File: config.mk
export PLATFORM = sky130hd
export DESIGN_NAME = window_filter_3x3_flat
export DESIGN_NICKNAME = d
export VERILOG_FILES = /design/src/rtl/window_filter_3x3_if.sv /design/src/rtl/window_filter_3x3.sv /design/src/flat_wrapper.sv
export SDC_FILE = /design/constraint.sdc
export NUM_CORES = 2
export LEC_CHECK = 0
export ABC_AREA = 1
export BUFFER_PORTS_ARGS = -buffer_cell sky130_fd_sc_hd__clkbuf_2
export CORE_MARGIN = 4
export CORE_UTILIZATION = 45
export DETAILED_ROUTE_END_ITERATION = 10
export GPL_ROUTABILITY_DRIVEN = 0
export SKIP_CTS_REPAIR_TIMING = 1
export SLEW_MARGIN = 5
export SYNTH_ARGS = -nofsm -noshare
export SYNTH_HDL_FRONTEND = slang
export SYNTH_SLANG_ARGS = --single-unit
File: constraint.sdc
create_clock -name clk -period 11.2 [get_ports clk]
set_input_delay 1.68 -clock clk [delete_from_list [all_inputs] [get_ports clk]]
set_output_delay 1.68 -clock clk [all_outputs]
set_load 0.01 [all_outputs]
File: src/rtl/window_filter_3x3_if.sv
// Row-stream input and filtered-pixel output bundle for window_filter_3x3.
// The master drives the three row pixels; the slave returns one filtered pixel per window.
interface window_filter_3x3_if #(
    parameter int DW = 8,
    parameter int CH = 3,
    parameter int CW = 10
);
    logic               valid_in;
    logic               sol;
    logic [1:0]         mode;
    logic [CH*DW-1:0]   din1;
    logic [CH*DW-1:0]   din2;
    logic [CH*DW-1:0]   din3;
    logic               valid_out;
    logic [CH*DW-1:0]   dout;
    logic [CW-1:0]      col_out;

    modport master (
        output valid_in, sol, mode, din1, din2, din3,
        input  valid_out, dout, col_out
    );

    modport slave (
        input  valid_in, sol, mode, din1, din2, din3,
        output valid_out, dout, col_out
    );
endinterface

File: src/rtl/window_filter_3x3.sv
// 3x3 per-channel mean/min/max/centre filter over three aligned row streams.
// Latency: valid_out 2 clk after the edge accepting the window-completing pixel.
// No backpressure: stall-free, one result per accepted column once a window is full.
module window_filter_3x3 #(
    parameter int DW        = 8,
    parameter int CH        = 3,
    parameter int PIC_WIDTH = 640,
    parameter int CW        = 10
) (
    input  logic               clk,
    input  logic               rst_n,
    window_filter_3x3_if.slave bus
);
    localparam int PW = CH * DW;
    localparam int SW = DW + 4;

    // w[row][age]: age 0 is the newest column, age 2 the oldest
    logic [PW-1:0] w [3][3];
    logic [CW-1:0] col;
    logic [1:0]    mode_q;
    logic          first_q;
    logic          win_vld;
    logic [CW-1:0] win_col;
    logic          complete;

    logic          s1_vld;
    logic [CW-1:0] s1_col;
    logic [1:0]    s1_mode;
    logic [SW-1:0] s1_sum [CH];
    logic [DW-1:0] s1_min [CH];
    logic [DW-1:0] s1_max [CH];
    logic [PW-1:0] s1_ctr;

    logic [SW-1:0] sum_c  [CH];
    logic [DW-1:0] min_c  [CH];
    logic [DW-1:0] max_c  [CH];
    logic [DW-1:0] smp;
    logic [SW-1:0] quot;
    logic [PW-1:0] dout_nxt;

    // Columns 0 and 1 of a line never complete a window, so no window straddles a line start.
    assign complete = bus.valid_in && !bus.sol && (col >= CW'(2));

    always_ff @(posedge clk or negedge rst_n) begin
        if (!rst_n) begin
            for (int r = 0; r < 3; r++)
                for (int c = 0; c < 3; c++)
                    w[r][c] <= '0;
            col     <= '0;
            mode_q  <= '0;
            first_q <= 1'b1;
            win_vld <= 1'b0;
            win_col <= '0;
        end else begin
            win_vld <= complete;
            if (bus.valid_in) begin
                w[0][0] <= bus.din1;
                w[1][0] <= bus.din2;
                w[2][0] <= bus.din3;
                for (int r = 0; r < 3; r++) begin
                    w[r][1] <= w[r][0];
                    w[r][2] <= w[r][1];
                end
                win_col <= col;
                if (bus.sol)
                    col <= CW'(1);
                else if (col == CW'(PIC_WIDTH - 1))
                    col <= '0;
                else
                    col <= col + CW'(1);
                if (bus.sol || first_q) begin
                    mode_q  <= bus.mode;
                    first_q <= 1'b0;
                end
            end
        end
    end

    always_comb begin
        smp = '0;
        for (int ch = 0; ch < CH; ch++) begin
            sum_c[ch] = '0;
            min_c[ch] = '1;
            max_c[ch] = '0;
            for (int r = 0; r < 3; r++) begin
                for (int c = 0; c < 3; c++) begin
                    smp       = w[r][c][ch*DW +: DW];
                    sum_c[ch] = sum_c[ch] + SW'(smp);
                    if (smp < min_c[ch]) min_c[ch] = smp;
                    if (smp > max_c[ch]) max_c[ch] = smp;
                end
            end
        end
    end

    // mode_q cannot change before this stage samples it, since a completing pixel is never an sol
    always_ff @(posedge clk or negedge rst_n) begin
        if (!rst_n) begin
            s1_vld  <= 1'b0;
            s1_col  <= '0;
            s1_mode <= '0;
            s1_ctr  <= '0;
            for (int ch = 0; ch < CH; ch++) begin
                s1_sum[ch] <= '0;
                s1_min[ch] <= '0;
                s1_max[ch] <= '0;
            end
        end else begin
            s1_vld <= win_vld;
            if (win_vld) begin
                s1_col  <= win_col;
                s1_mode <= mode_q;
                s1_ctr  <= w[1][1];
                for (int ch = 0; ch < CH; ch++) begin
                    s1_sum[ch] <= sum_c[ch];
                    s1_min[ch] <= min_c[ch];
                    s1_max[ch] <= max_c[ch];
                end
            end
        end
    end

    always_comb begin
        dout_nxt = '0;
        quot     = '0;
        for (int ch = 0; ch < CH; ch++) begin
            quot = s1_sum[ch] / SW'(9);
            case (s1_mode)
                2'd0:    dout_nxt[ch*DW +: DW] = quot[DW-1:0];
                2'd1:    dout_nxt[ch*DW +: DW] = s1_min[ch];
                2'd2:    dout_nxt[ch*DW +: DW] = s1_max[ch];
                default: dout_nxt[ch*DW +: DW] = s1_ctr[ch*DW +: DW];
            endcase
        end
    end

    always_ff @(posedge clk or negedge rst_n) begin
        if (!rst_n) begin
            bus.valid_out <= 1'b0;
            bus.dout      <= '0;
            bus.col_out   <= '0;
        end else begin
            bus.valid_out <= s1_vld;
            if (s1_vld) begin
                bus.dout    <= dout_nxt;
                bus.col_out <= s1_col - CW'(1);
            end
        end
    end
endmodule
File: src/flat_wrapper.sv
// flat-port wrapper written by rule: the top's interface ports become plain ports
module window_filter_3x3_flat 
#(
    parameter int DW        = 8,
    parameter int CH        = 3,
    parameter int PIC_WIDTH = 640,
    parameter int CW        = 10
)
  (clk, rst_n, bus_valid_in, bus_sol, bus_mode, bus_din1, bus_din2, bus_din3, bus_valid_out, bus_dout, bus_col_out);
  window_filter_3x3_if #(.DW(DW), .CH(CH), .CW(CW)) bus_i ();
  input  logic clk;
  input  logic rst_n;
  input wire logic [$bits(bus_i.valid_in)-1:0] bus_valid_in;
  input wire logic [$bits(bus_i.sol)-1:0] bus_sol;
  input wire logic [$bits(bus_i.mode)-1:0] bus_mode;
  input wire logic [$bits(bus_i.din1)-1:0] bus_din1;
  input wire logic [$bits(bus_i.din2)-1:0] bus_din2;
  input wire logic [$bits(bus_i.din3)-1:0] bus_din3;
  output wire logic [$bits(bus_i.valid_out)-1:0] bus_valid_out;
  output wire logic [$bits(bus_i.dout)-1:0] bus_dout;
  output wire logic [$bits(bus_i.col_out)-1:0] bus_col_out;
  assign bus_i.valid_in = bus_valid_in;
  assign bus_i.sol = bus_sol;
  assign bus_i.mode = bus_mode;
  assign bus_i.din1 = bus_din1;
  assign bus_i.din2 = bus_din2;
  assign bus_i.din3 = bus_din3;
  assign bus_valid_out = bus_i.valid_out;
  assign bus_dout = bus_i.dout;
  assign bus_col_out = bus_i.col_out;
  window_filter_3x3 #(.DW(DW), .CH(CH), .PIC_WIDTH(PIC_WIDTH), .CW(CW)) u_core (.clk(clk), .rst_n(rst_n), .bus(bus_i));
endmodule
==> impl_metrics.toml <==
[finish]
drive_gt1_share_pct = 11.8
finish.instance_area_um2 = 39100
nets = 5419
finish.utilization_pct = 52.4
final_cells = 5777
regArea_um2 = 9910
synthToLayoutAreaGrowth_pct = 14.9
multi_input_area_um2 = 21900
fillers = 7358

[sta]
period_share_pct = 92.2
fmax_mhz = 96.9
finalSetupViolations = 0
tightest_slew_ns = 0.972
hold_slack_ns = 0.442
slew_violations = 0
max-slew-margin-rel_pct = 35.1
min_period_ns = 10.32
final-hold-violation-count = 0
fin_skew_ns = 0.0231

[floorplan]
die_area_um2 = 80100
io_pins = 113
die_y_um = 283
core.rowCount = 100
die_x_um = 283
initial_utilization_pct = 45.6
core_area_um2 = 74700

[min_path]
min_from = "u_core.first_q"
min_path_type = "reg -> reg"
hold_end = "u_core.first_q"
hold_depth = 2

[placement]
dpl.hpwl_um = 74700
port-buffer-count = 112
placed_cell_area_um2 = 36900
dp.cells = 5666

[setup_path]
start_kind = "register"
reg2reg_to = "u_core.s1_max[2]"
critPathKind = "reg -> reg"
crit_fanout = 16
r2r_cells = 73
crit_required_ns = 11.68
r2r_start = "u_core.w[209]"
cp-end-kind = "register"
worst_path_max_delay_cell = "dfrtp_1"
path_common_cell = "nand2_1"
slowest_delay_ns = 0.43
worst-r2r-setup-slack_ns = 0.88
worstPathArrival_ns = 10.80

[clocking]
clockBufferDepth = 3
cts_tree = "yes"
cts_root_buf = "clkbuf_16"
insertion_delay_ns = 0.62
cts.clk_slew.worst_paths_ns = 0.06
clock-sinks = 396
cts-buffers-inserted = 50
h-tree-depth = 2

[logic_synthesis]
yosysSeqAreaShare_pct = 29.1
synth_fa_ha_area_share_pct = 24.3
synthSimpleGateAreaFrac_pct = 20.2
synth_xor_area_share_pct = 1.69
syn_area_um2 = 34100
synthTopCellsByArea = "dfrtp_1 (29%), ha_1 (16%), nand2_1 (15%)"
ys_types = 54
synth_commonest_cells = "nand2_1 (1353), o21ai_0 (681), inv_1 (541)"
synth-seq-cells = 396
avgSynthCellArea_um2 = 7.52
synth_most_common_cell = "nand2_1"
ys_warn_count = 0
synthMuxAreaShare_pct = 0.0294
synth_compound_gate_area_share_pct = 17.0
async_flop_share_pct = 100
syn_inst = 4527
ys.flop_type = "dfrtp_1"
yosys.area.top_type_share_pct = 29.0
synth_area_leader_cell = "dfrtp_1"
syn_nets = 5179
synth_top_family_by_area = "adder cells"
synth_edf_count = 0

[detailed_routing]
viasPerCell = 5.16
ant_nets = 0
avgRoutedWirePerCell_um = 16.6
drc_errors = 0
drt_iter0_markers = 1712
drt-pass1-iter-count = 6
wl_um = 95900
vias = 29832

[job]
drv_cap = 0

[global_route]
grt_antenna_before_repair = 2
grt_overflow = 0
grt_usage_pct = 23.6
grt_pass1_wl_um = 155000
grt_max_degree = 141
first_global_vias = 28240

[status]
status = "complete, no violations"
[registers in the layout, indices dropped and copies added (netlist names), 10 cells and up]
signal / cells
u_core.w: 208
u_core.s1_sum: 36
u_core.bus.dout: 24
u_core.s1_ctr: 24
u_core.s1_max: 24
u_core.s1_min: 24
u_core.bus.col_out: 10
u_core.col: 10
u_core.s1_col: 10
u_core.win_col: 10
[cell usage in the layout (no fill, tap or decap), drive strengths merged, types with 9 or more instances in the layout]
master,synthesis,layout
a211oi,22,22
a21oi,197,197
a221oi,25,25
buf,22,213
clkbuf,119,180
clkinv,7,15
dfrtp,395,395
fa,144,144
ha,430,430
inv,550,553
nand2,1382,1386
nand3,156,156
nand4,10,10
nor2,155,155
nor3,13,13
o211ai,43,43
o21ai,716,717
o21bai,14,14
o22ai,13,13
o31ai,9,9
xnor2,23,23
xor2,41,41
[layout make-up]
type,instances,area share (%)
sequential,396,25.3
tap,969,3.10
timing repair buffer,324,5.72
multi-input combinational,3438,55.9
clock inverter,23,0.956
antenna,1,0.00639
clock buffer,69,3.61
inverter,557,5.35
[metal layers]
metal  global-route usage (%)  vias to the layer above  wire length (um)
met5                        0                        -                 0
met4                     4.52                        0              1790
met3                     5.35                       89              6160
met2                     34.2                      580             39100
met1                     36.2                    13742             48800
li1                         -                    15421                 -
[how the worst max path moves through the flow]
stage | from | cells past startpoint | endpoint | slack [ns]
final | u_core.w[209] | 73 | u_core.s1_max[2] | 0.88
after global routing | u_core.w[195] | 71 | u_core.s1_max[23] | -0.05
after CTS | u_core.w[175] | 50 | u_core.s1_min[19] | -0.52
after detailed placement | u_core.w[183] | 51 | u_core.s1_min[9] | -0.54
after global placement | u_core.w[183] | 51 | u_core.s1_min[9] | -0.38
after floorplan | u_core.w[175] | 68 | u_core.s1_max[20] | 0.18
[stage by stage]
step / worst slack [ns] / TNS [ns]
after floorplan: 0.182 / 0
after global placement: -0.383 / -6.09
after detailed placement: -0.536 / -10.02
after CTS: -0.523 / -10.03
after global routing: -0.0477 / -0.199
final: 0.875 / 0
[worst max-delay path: cells and delay by family, from the launching register on]
kind                     cells  cell delay (ns)
AO/OA/AOI/OAI               34             4.20
adder cells (fa/ha/maj)      8             2.31
buffers and inverters       12             1.73
AND/OR/NAND/NOR             19             1.51
flip-flops                   1             0.43
[cell families (layout without fill, tap and decap cells)]
logic type / Yosys count / count (layout)
adders and majority gates: 574 / 574
buffers and inverters: 698 / 973
muxes: 1 / 1
xor gates and xnor gates: 64 / 64
AOI/OAI and AO/OA: 1066 / 1067
DFF: 396 / 396
and+or+nand+nor: 1728 / 1732
other: 0 / 1
Power is left out: the tool's default activity adds up to more than one toggle a clock period on the data nets, which glitch-free logic cannot reach.
